### config.mk
export PLATFORM = sky130hd
export DESIGN_NAME = shift_frame_ctrl_flat
export DESIGN_NICKNAME = d
export VERILOG_FILES = /design/src/rtl/shift_ctrl_pkg.sv /design/src/rtl/shift_frame_ctrl_if.sv /design/src/rtl/shift_r_ld.sv /design/src/rtl/shift_frame_ctrl.sv /design/src/flat_wrapper.sv
export SDC_FILE = /design/constraint.sdc
export NUM_CORES = 1
export LEC_CHECK = 0
export CORE_UTILIZATION = 58
export CTS_BUF_LIST = sky130_fd_sc_hd__clkbuf_2
export DETAILED_ROUTE_END_ITERATION = 16
export PLACE_DENSITY = 0.87
export REMOVE_ABC_BUFFERS = 1
export SLEW_MARGIN = 20
export SYNTH_ARGS = -nofsm -noshare
export SYNTH_HDL_FRONTEND = slang
export SYNTH_SLANG_ARGS = --single-unit
export TNS_END_PERCENT = 30
### constraint.sdc
create_clock -name clk -period 3.1 [get_ports clk]
set_input_delay 0.465 -clock clk [delete_from_list [all_inputs] [get_ports clk]]
set_output_delay 0.465 -clock clk [all_outputs]
set_load 0.02 [all_outputs]
### src/rtl/shift_ctrl_pkg.sv
// Shared state encodings and shift-direction constants for the shift frame controller.
package shift_ctrl_pkg;

  typedef enum logic [1:0] {
    ST_IDLE  = 2'd0,
    ST_SHIFT = 2'd1,
    ST_DONE  = 2'd2
  } state_t;

  localparam logic DIR_RIGHT = 1'b1;
  localparam logic DIR_LEFT  = 1'b0;

endpackage

### src/rtl/shift_frame_ctrl_if.sv
// Host/serial-line bundle of the shift frame controller; master = host side, slave = controller.
interface shift_frame_ctrl_if #(
  parameter int WIDTH = 8
);

  logic             start;
  logic             dir;
  logic [WIDTH-1:0] tx_data;
  logic             si;
  logic             so;
  logic             busy;
  logic             done;
  logic [WIDTH-1:0] rx_data;

  modport master (
    output start, dir, tx_data, si,
    input  so, busy, done, rx_data
  );

  modport slave (
    input  start, dir, tx_data, si,
    output so, busy, done, rx_data
  );

endinterface

### src/rtl/shift_r_ld.sv
// WIDTH-bit bidirectional shift register with parallel load; load has priority over shift.
module shift_r_ld
  import shift_ctrl_pkg::*;
#(
  parameter int WIDTH = 8
) (
  input  logic             clk,
  input  logic             rst_n,
  input  logic             load,
  input  logic [WIDTH-1:0] d,
  input  logic             en,
  input  logic             si,
  input  logic             left_right,
  output logic [WIDTH-1:0] po
);

  // Register update: clear, load, or one-position shift with si entering the vacated end.
  always_ff @(posedge clk or negedge rst_n) begin
    if (!rst_n) begin
      po <= {WIDTH{1'b0}};
    end else if (load) begin
      po <= d;
    end else if (en) begin
      if (left_right == DIR_RIGHT) begin
        po <= {si, po[WIDTH-1:1]};
      end else begin
        po <= {po[WIDTH-2:0], si};
      end
    end else begin
      po <= po;
    end
  end

endmodule

### src/rtl/shift_frame_ctrl.sv
// Frame sequencer: loads a word, shifts it out one bit per DIV clocks while capturing si,
// and presents the captured word on rx_data with a one-cycle done pulse.
module shift_frame_ctrl
  import shift_ctrl_pkg::*;
#(
  parameter int WIDTH = 8,
  parameter int DIV   = 4
) (
  input  logic                 clk,
  input  logic                 rst_n,
  shift_frame_ctrl_if.slave    bus
);

  localparam int BW = $clog2(WIDTH + 1);
  localparam int DW = (DIV > 1) ? $clog2(DIV) : 1;

  state_t           state_r;
  logic             dir_r;
  logic [DW-1:0]    div_cnt_r;
  logic [BW-1:0]    bit_cnt_r;
  logic [WIDTH-1:0] rx_data_r;
  logic [WIDTH-1:0] shreg_s;
  logic [WIDTH-1:0] shift_next_s;
  logic             load_s;
  logic             en_s;
  logic             div_last_s;
  logic             last_bit_s;
  logic             so_s;

  shift_r_ld #(
    .WIDTH(WIDTH)
  ) u_shreg (
    .clk        (clk),
    .rst_n      (rst_n),
    .load       (load_s),
    .d          (bus.tx_data),
    .en         (en_s),
    .si         (bus.si),
    .left_right (dir_r),
    .po         (shreg_s)
  );

  // Control decodes plus the post-shift value so rx_data can be captured on the final shift edge.
  always_comb begin
    load_s       = (state_r == ST_IDLE) && bus.start;
    div_last_s   = (div_cnt_r == DW'(DIV - 1));
    en_s         = (state_r == ST_SHIFT) && div_last_s;
    last_bit_s   = (bit_cnt_r == BW'(WIDTH - 1));
    shift_next_s = shreg_s;
    so_s         = 1'b0;
    if (dir_r == DIR_RIGHT) begin
      shift_next_s = {bus.si, shreg_s[WIDTH-1:1]};
    end else begin
      shift_next_s = {shreg_s[WIDTH-2:0], bus.si};
    end
    if (state_r == ST_SHIFT) begin
      so_s = (dir_r == DIR_RIGHT) ? shreg_s[0] : shreg_s[WIDTH-1];
    end else begin
      so_s = 1'b0;
    end
  end

  // Frame FSM with bit-period and bit counters; an abort by reset never reaches DONE.
  always_ff @(posedge clk or negedge rst_n) begin
    if (!rst_n) begin
      state_r   <= ST_IDLE;
      dir_r     <= DIR_LEFT;
      div_cnt_r <= {DW{1'b0}};
      bit_cnt_r <= {BW{1'b0}};
      rx_data_r <= {WIDTH{1'b0}};
    end else begin
      case (state_r)
        ST_IDLE: begin
          if (bus.start) begin
            state_r   <= ST_SHIFT;
            dir_r     <= bus.dir;
            div_cnt_r <= {DW{1'b0}};
            bit_cnt_r <= {BW{1'b0}};
          end else begin
            state_r <= ST_IDLE;
          end
        end
        ST_SHIFT: begin
          if (div_last_s) begin
            div_cnt_r <= {DW{1'b0}};
            bit_cnt_r <= bit_cnt_r + BW'(1);
            if (last_bit_s) begin
              state_r   <= ST_DONE;
              rx_data_r <= shift_next_s;
            end else begin
              state_r <= ST_SHIFT;
            end
          end else begin
            div_cnt_r <= div_cnt_r + DW'(1);
          end
        end
        ST_DONE: begin
          state_r <= ST_IDLE;
        end
        default: begin
          state_r <= ST_IDLE;
        end
      endcase
    end
  end

  assign bus.so      = so_s;
  assign bus.busy    = (state_r == ST_SHIFT) || (state_r == ST_DONE);
  assign bus.done    = (state_r == ST_DONE);
  assign bus.rx_data = rx_data_r;

endmodule

### src/flat_wrapper.sv
// flat-port wrapper written by rule: the top's interface ports become plain ports
module shift_frame_ctrl_flat import shift_ctrl_pkg::*;
#(
  parameter int WIDTH = 8,
  parameter int DIV   = 4
)
  (clk, rst_n, bus_start, bus_dir, bus_tx_data, bus_si, bus_so, bus_busy, bus_done, bus_rx_data);
  shift_frame_ctrl_if #(.WIDTH(WIDTH)) bus_i ();
  input  logic clk;
  input  logic rst_n;
  input wire logic [$bits(bus_i.start)-1:0] bus_start;
  input wire logic [$bits(bus_i.dir)-1:0] bus_dir;
  input wire logic [$bits(bus_i.tx_data)-1:0] bus_tx_data;
  input wire logic [$bits(bus_i.si)-1:0] bus_si;
  output wire logic [$bits(bus_i.so)-1:0] bus_so;
  output wire logic [$bits(bus_i.busy)-1:0] bus_busy;
  output wire logic [$bits(bus_i.done)-1:0] bus_done;
  output wire logic [$bits(bus_i.rx_data)-1:0] bus_rx_data;
  assign bus_i.start = bus_start;
  assign bus_i.dir = bus_dir;
  assign bus_i.tx_data = bus_tx_data;
  assign bus_i.si = bus_si;
  assign bus_so = bus_i.so;
  assign bus_busy = bus_i.busy;
  assign bus_done = bus_i.done;
  assign bus_rx_data = bus_i.rx_data;
  shift_frame_ctrl #(.WIDTH(WIDTH), .DIV(DIV)) u_core (.clk(clk), .rst_n(rst_n), .bus(bus_i));
endmodule
==> reports/metrics.cfg, run 1 <==
[yosys]
netlist_top_cells_count=25 x dfrtp_1, 21 x nand2_1, 19 x o21ai_0, 15 x mux2_2, 9 x nor2_1
synth_top_area_cell=dfrtp_1
syn_area_per_cell_um2=10.2
synthesis.yosys.warnings=0
synth_area_leaders=dfrtp_1 46%, mux2_2 13%, o21ai_0 7.1%
ys_seq_area_frac=0.465
postSynthCellCount=132
synth_area_mm2=0.00135
yosys.cell_count.top_type=dfrtp_1
ys_types=28
ys.flop_type=dfrtp_1
synth_edf_count=0
ys_seq_elements=25
synthArstFlopShare=1.00
synthDominantCellAreaShare=0.465

[setup_path]
cp-start-kind=flop
cp.arrival_ns=1.99
cpPeakStageDelay_ns=0.62
crit_chain=inv_1 -> ha_1 -> buf_4 -> nor2b_1 -> clkdlybuf4s50_1
critPathRequiredTime_ns=2.63
end_kind=output pin
crit_fanout=19
timing_worst_setup_path_type=flop to output pin
crit_slowest_cell=clkdlybuf4s50_1

[timing]
finalHoldViolations=0
finClkSkew_ns=0.0148
setup_ws_ns=0.646
worst_pin_slew_ns=0.391
setup_viol=0
slew_headroom=0.739
tns_ns=0
final.period_utilization=0.792
period_minus_slack_ns=2.45
grt_setup_unrepaired=no
max_freq_mhz=407
final_max_slew_viol_count=0

[clock_network]
cts_resized=0
tritoncts=built
clock_path_buffers=2
numCtsBuffers=3
clock_sinks=25
cts_max_level=1
clkSlewWorstSetupHoldPaths_ns=0.24
cts-root-buf=clkbuf_2
hold_buffers=0
postCtsSetupBuffers=0
insertion_delay_ns=0.34

[placement]
place_inst=179
gp_congestion=0.825
hpwl_um=2030
place_ws_ns=1.06
io_buffer_count=23

[detailed_routing]
drc=0
routed_wl_um=2800
firstDrtPassIters=4
drtAntennaViolNets=0
num_vias=1049
drt_iter0_drc=20
viasPerCell=5.73
wl_per_cell_um=15.3

[finish]
fill_cells=165
drive_gt1_frac=0.161
nets=174
diodes=0
instances_no_fill=183
area_growth_pct=19.1
postLayoutCoreUtil=0.732

[die]
core_area_mm2=0.00219
initial_core_util=0.615
die_height_um=50.2
die_w_um=50.2
io_pins=24
core.rowCount=17
die_area_mm2=0.00252

[global_route]
grt_pass1_wl_um=4770
grt_usage=0.255
antenna_found_initial=0
grt_pass1_vias=1049
overflow=0
grt_max_degree=26

[worst_hold_path]
hold_class=primary input to async pin

[power]
power_density_mw_per_mm2=728
total_power_mw=1.17
vdd.ir_drop.worst_mv=0.503
p_leak_nw=0.745

[job]
maxCapViolations=0

[run_status]
status=completed

==> state kept, by name, indices dropped and copies added, names as in the netlist <==
signal	cells
u_core.bit_cnt_r	4
u_core.bus.rx_data	8
u_core.dir_r	1
u_core.state_r	2
u_core.u_shreg.po	8
u_core.div_cnt_r	2
==> path summary, 6_finish.rpt <==
path | startpoint | end | slack, ns | cells past startpoint
max | u_core.state_r[1] | bus_so | 0.65 | 5
min | rst_n | u_core.bus.rx_data[5] | 0.44 | 2
max reg2reg | u_core.state_r[1] | u_core.bus.rx_data[6] | 1.34 | 6
min reg2reg | u_core.div_cnt_r[0] | u_core.div_cnt_r[0] | 0.52 | 1
max in group asynchronous | rst_n | u_core.bus.rx_data[1] | 2.41 | 2
min in group clk | u_core.div_cnt_r[0] | u_core.div_cnt_r[0] | 0.52 | 1
==> placed cells by master (no fill, tap or decap), types with 2 or more instances in the layout <==
master | synthesis | routed
buf_4 | 1 | 2
clkbuf_2 | 0 | 3
ha_1 | 5 | 5
and2_1 | 2 | 2
nand3_1 | 4 | 4
nand2_1 | 21 | 21
nand4_1 | 2 | 2
o21ai_0 | 19 | 19
clkdlybuf4s50_1 | 0 | 23
or4b_1 | 2 | 2
nor2_1 | 9 | 9
mux2i_1 | 2 | 2
mux2_2 | 15 | 15
inv_1 | 3 | 3
dfrtp_1 | 25 | 25
a21oi_1 | 3 | 3
nor2b_1 | 4 | 4
==> routing by layer <==
layer	track usage	routed length (µm)	part of all wire	up-vias
li1	-	-	-	514
met1	0.344	1340	0.48	506
met2	0.413	1310	0.47	25
met3	0.0333	116	0.041	4
met4	0.105	34	0.012	0
met5	0	0	0	-
==> worst max-delay path, delay by kind of cell, from the launching register on <==
kind	cells	cell delay, ns
fa+ha+maj	1	0.15
buf+inv	3	0.91
flops	1	0.43
simple gates	1	0.17
==> stage by stage <==
stage	instance area (µm²)	hold slack (ns)
after floorplan	1300	0.169
after global placement	1580	0.473
after detailed placement	1580	0.492
after CTS	1600	0.454
after global routing	1600	0.440
final	1600	0.438
==> power breakdown <==
part,total [mW],switching (mW),internal [mW]
clock,0.125,0.0962,0.0292
combinational,0.520,0.276,0.244
sequential,0.522,0.100,0.422
total,1.17,0.473,0.695
==> layout make-up <==
cell class / count / area, µm² / share of cell area
inverter: 3 / 11.3 / 0.00702
sequential: 25 / 626 / 0.390
timing repair buffer: 25 / 245 / 0.153
tap: 28 / 35.0 / 0.0218
multi-input combinational: 98 / 667 / 0.416
clock buffer: 3 / 15.0 / 0.00936
clock inverter: 1 / 5.00 / 0.00312
==> kinds of logic (layout without fill, tap and decap cells) <==
| group | after synthesis | count (layout) | share of synthesized area |
|---|---|---|---|
| and+or+nand+nor | 49 | 49 | 0.193 |
| AOI/OAI and AO/OA | 26 | 26 | 0.104 |
| DFF | 25 | 25 | 0.465 |
| muxes | 18 | 18 | 0.151 |
| buffers and inverters | 9 | 32 | 0.0400 |
| adders and majority gates | 5 | 5 | 0.0465 |
Power figures use the tool's default switching activity.
==> inputs of run 2 (changes only) <==
Settings changed: CORE_UTILIZATION 58 to 49, PLACE_DENSITY 0.87 to 0.78.
Clock period 3.1 ns to 2.1 ns, I/O delays scaled along.
==> reports/metrics.cfg, run 2 (synthesis gave the netlist of run 1 again) <==
[placement]
io_buffer_count=23  ; unchanged
hpwl_um=1930  ; was 2030 µm
place_inst=181  ; was 179
gp_congestion=0.784  ; was 0.825

[setup_path]
cp.arrival_ns=1.68  ; was 1.99 ns
crit_chain=inv_1 -> ha_1 -> clkdlybuf4s50_1  ; was inv_1 -> ha_1 -> buf_4 -> nor2b_1 -> clkdlybuf4s50_1
end_kind=output pin  ; unchanged
cp-start-kind=flop  ; unchanged
timing_worst_setup_path_type=flop to output pin  ; unchanged
critPathRequiredTime_ns=1.78  ; was 2.63 ns
crit_slowest_cell=clkdlybuf4s50_1  ; unchanged
cpPeakStageDelay_ns=0.59  ; was 0.62 ns
crit_fanout=3  ; was 19

[finish]
layout.cells.most_common=dfrtp_1  ; unchanged
multiInputGateArea_um2=667  ; unchanged
register_area_um2=627  ; was 626 µm²
fill_cells=226  ; was 165
area_growth_pct=19.3  ; was 19.1%
layout_common_cells=24 x dfrtp_1, 22 x clkdlybuf4s50_1, 21 x nand2_1  ; was 25 x dfrtp_1, 23 x clkdlybuf4s50_1, 21 x nand2_1
diodes=0  ; unchanged
instances_no_fill=185  ; was 183
postLayoutCoreUtil=0.631  ; was 0.732
nets=174  ; unchanged
drive_gt1_frac=0.168  ; was 0.161

[detailed_routing]
drc=0  ; unchanged
drtAntennaViolNets=0  ; unchanged
wl_per_cell_um=14.3  ; was 15.3 µm
viasPerCell=5.44  ; was 5.73
firstDrtPassIters=4  ; unchanged
num_vias=1006  ; was 1,049
routed_wl_um=2650  ; was 2800 µm
drt_iter0_drc=17  ; was 20

[clock_network]
cts-root-buf=clkbuf_2  ; unchanged
numCtsBuffers=3  ; unchanged
hold_buffers=0  ; unchanged
clkSlewWorstSetupHoldPaths_ns=0.23  ; was 0.24 ns
clock_path_buffers=2  ; unchanged
clock_sinks=25  ; unchanged
cts_max_level=1  ; unchanged
tritoncts=built  ; unchanged
insertion_delay_ns=0.34  ; about the same
postCtsSetupBuffers=0  ; unchanged

[timing]
finalHoldViolations=0  ; unchanged
final_max_slew_viol_count=0  ; unchanged
period_minus_slack_ns=2.00
grt_setup_unrepaired=no  ; unchanged
max_freq_mhz=501
finClkSkew_ns=0.00555  ; was 0.0148 ns
setup_viol=0  ; unchanged
worst_pin_slew_ns=0.398  ; was 0.391 ns
slew_headroom=0.734  ; was 0.739
final.period_utilization=0.950
tns_ns=0  ; unchanged

[power]
pwr-share-seq=0.450  ; was 0.447
p_int_mw=1.03  ; was 0.695 mW
power_density_mw_per_mm2=1060  ; was 728 mW/mm²
p_leak_nw=0.747  ; was 0.745 nW
total_power_mw=1.70  ; was 1.17 mW
vdd.ir_drop.worst_mv=0.632  ; was 0.503 mV
netSwitchingFraction=0.396  ; was 0.405
combPwrFrac=0.436  ; was 0.445
pwr-share-clk=0.114  ; was 0.107
switching_power_mw=0.673  ; was 0.473 mW

[global_route]
grt_pass1_vias=972  ; was 1,049
antenna_found_initial=0  ; unchanged
grt_max_degree=26  ; unchanged
grt_pass1_wl_um=4190  ; was 4770 µm
overflow=0  ; unchanged
grt_usage=0.201  ; was 0.255

[job]
maxCapViolations=0  ; unchanged

[die]
core_area_mm2=0.00254  ; was 0.00219 mm²
die_height_um=54.4  ; was 50.2 µm
die_w_um=54.4  ; was 50.2 µm
io_pins=24  ; unchanged
die_area_mm2=0.00296  ; was 0.00252 mm²
initial_core_util=0.529  ; was 0.615
core.rowCount=18  ; was 17

[worst_hold_path]
hold_class=primary input to async pin  ; unchanged

[run_status]
status=completed  ; unchanged

[run 2: area by class of cell]
cell class | count | share of cell area
Tap cell | 30 | 0.0234
Sequential cell | 25 | 0.390
Inverter | 3 | 0.00701
Multi-Input combinational cell | 98 | 0.415
Timing Repair Buffer | 25 | 0.152
Clock buffer | 4 | 0.0125
[run 2: critical path, delay by kind of cell (launching register included)]
| family | cells | cell delay [ns] |
|---|---|---|
| buffers and inverters | 2 | 0.66 |
| DFF | 1 | 0.40 |
| adders and majority gates | 1 | 0.28 |
[run 2: routing by layer]
layer | up-vias | wire [µm] | global-route usage
met3 | 4 | 94 | 0.0250
met4 | 0 | 40 | 0.0897
met2 | 19 | 1310 | 0.348
li1 | 504 | - | -
met5 | - | 0 | 0
met1 | 479 | 1200 | 0.247
[run 2: timing repair]
action                                  CTS  global route
resized for setup                         2             0
endpoints found under the setup margin    1             0
endpoints found under the hold margin     0             0
[run 2: final timing paths]
check                           cells past startpoint                    end                 from  slack (ns)
worst min-delay path                                2   u_core.u_shreg.po[3]                rst_n        0.29
min in group clk                                    3           u_core.dir_r              bus_dir        0.49
worst max-delay path                                3               bus_busy    u_core.state_r[0]        0.10
worst min register to register                      1    u_core.div_cnt_r[0]  u_core.div_cnt_r[0]        0.52
max in group asynchronous                           2           u_core.dir_r                rst_n        1.56
worst max register to register                      6  u_core.bus.rx_data[6]    u_core.state_r[1]        0.32
[run 2: power groups by stage]
stage,Combinational [mW],Sequential (mW),Clock [mW]
2_1_floorplan,0.549,0.734,0
3_3_place_gp,0.733,0.766,0
3_5_place_dp,0.756,0.773,0
4_1_cts,0.753,0.764,0.194
5_1_grt,0.839,0.790,0.212
6_report,0.741,0.766,0.194
[run 2: per-stage QoR]
stage | cell area [µm²] | hold WS [ns] | setup slack, ns
2_1_floorplan | 1300 | 0.0194 | 0.395
3_3_place_gp | 1590 | 0.483 | 0.385
3_5_place_dp | 1590 | 0.488 | 0.330
4_1_cts | 1610 | 0.295 | 0.0891
5_1_grt | 1610 | 0.306 | 0.0267
6_report | 1610 | 0.286 | 0.105
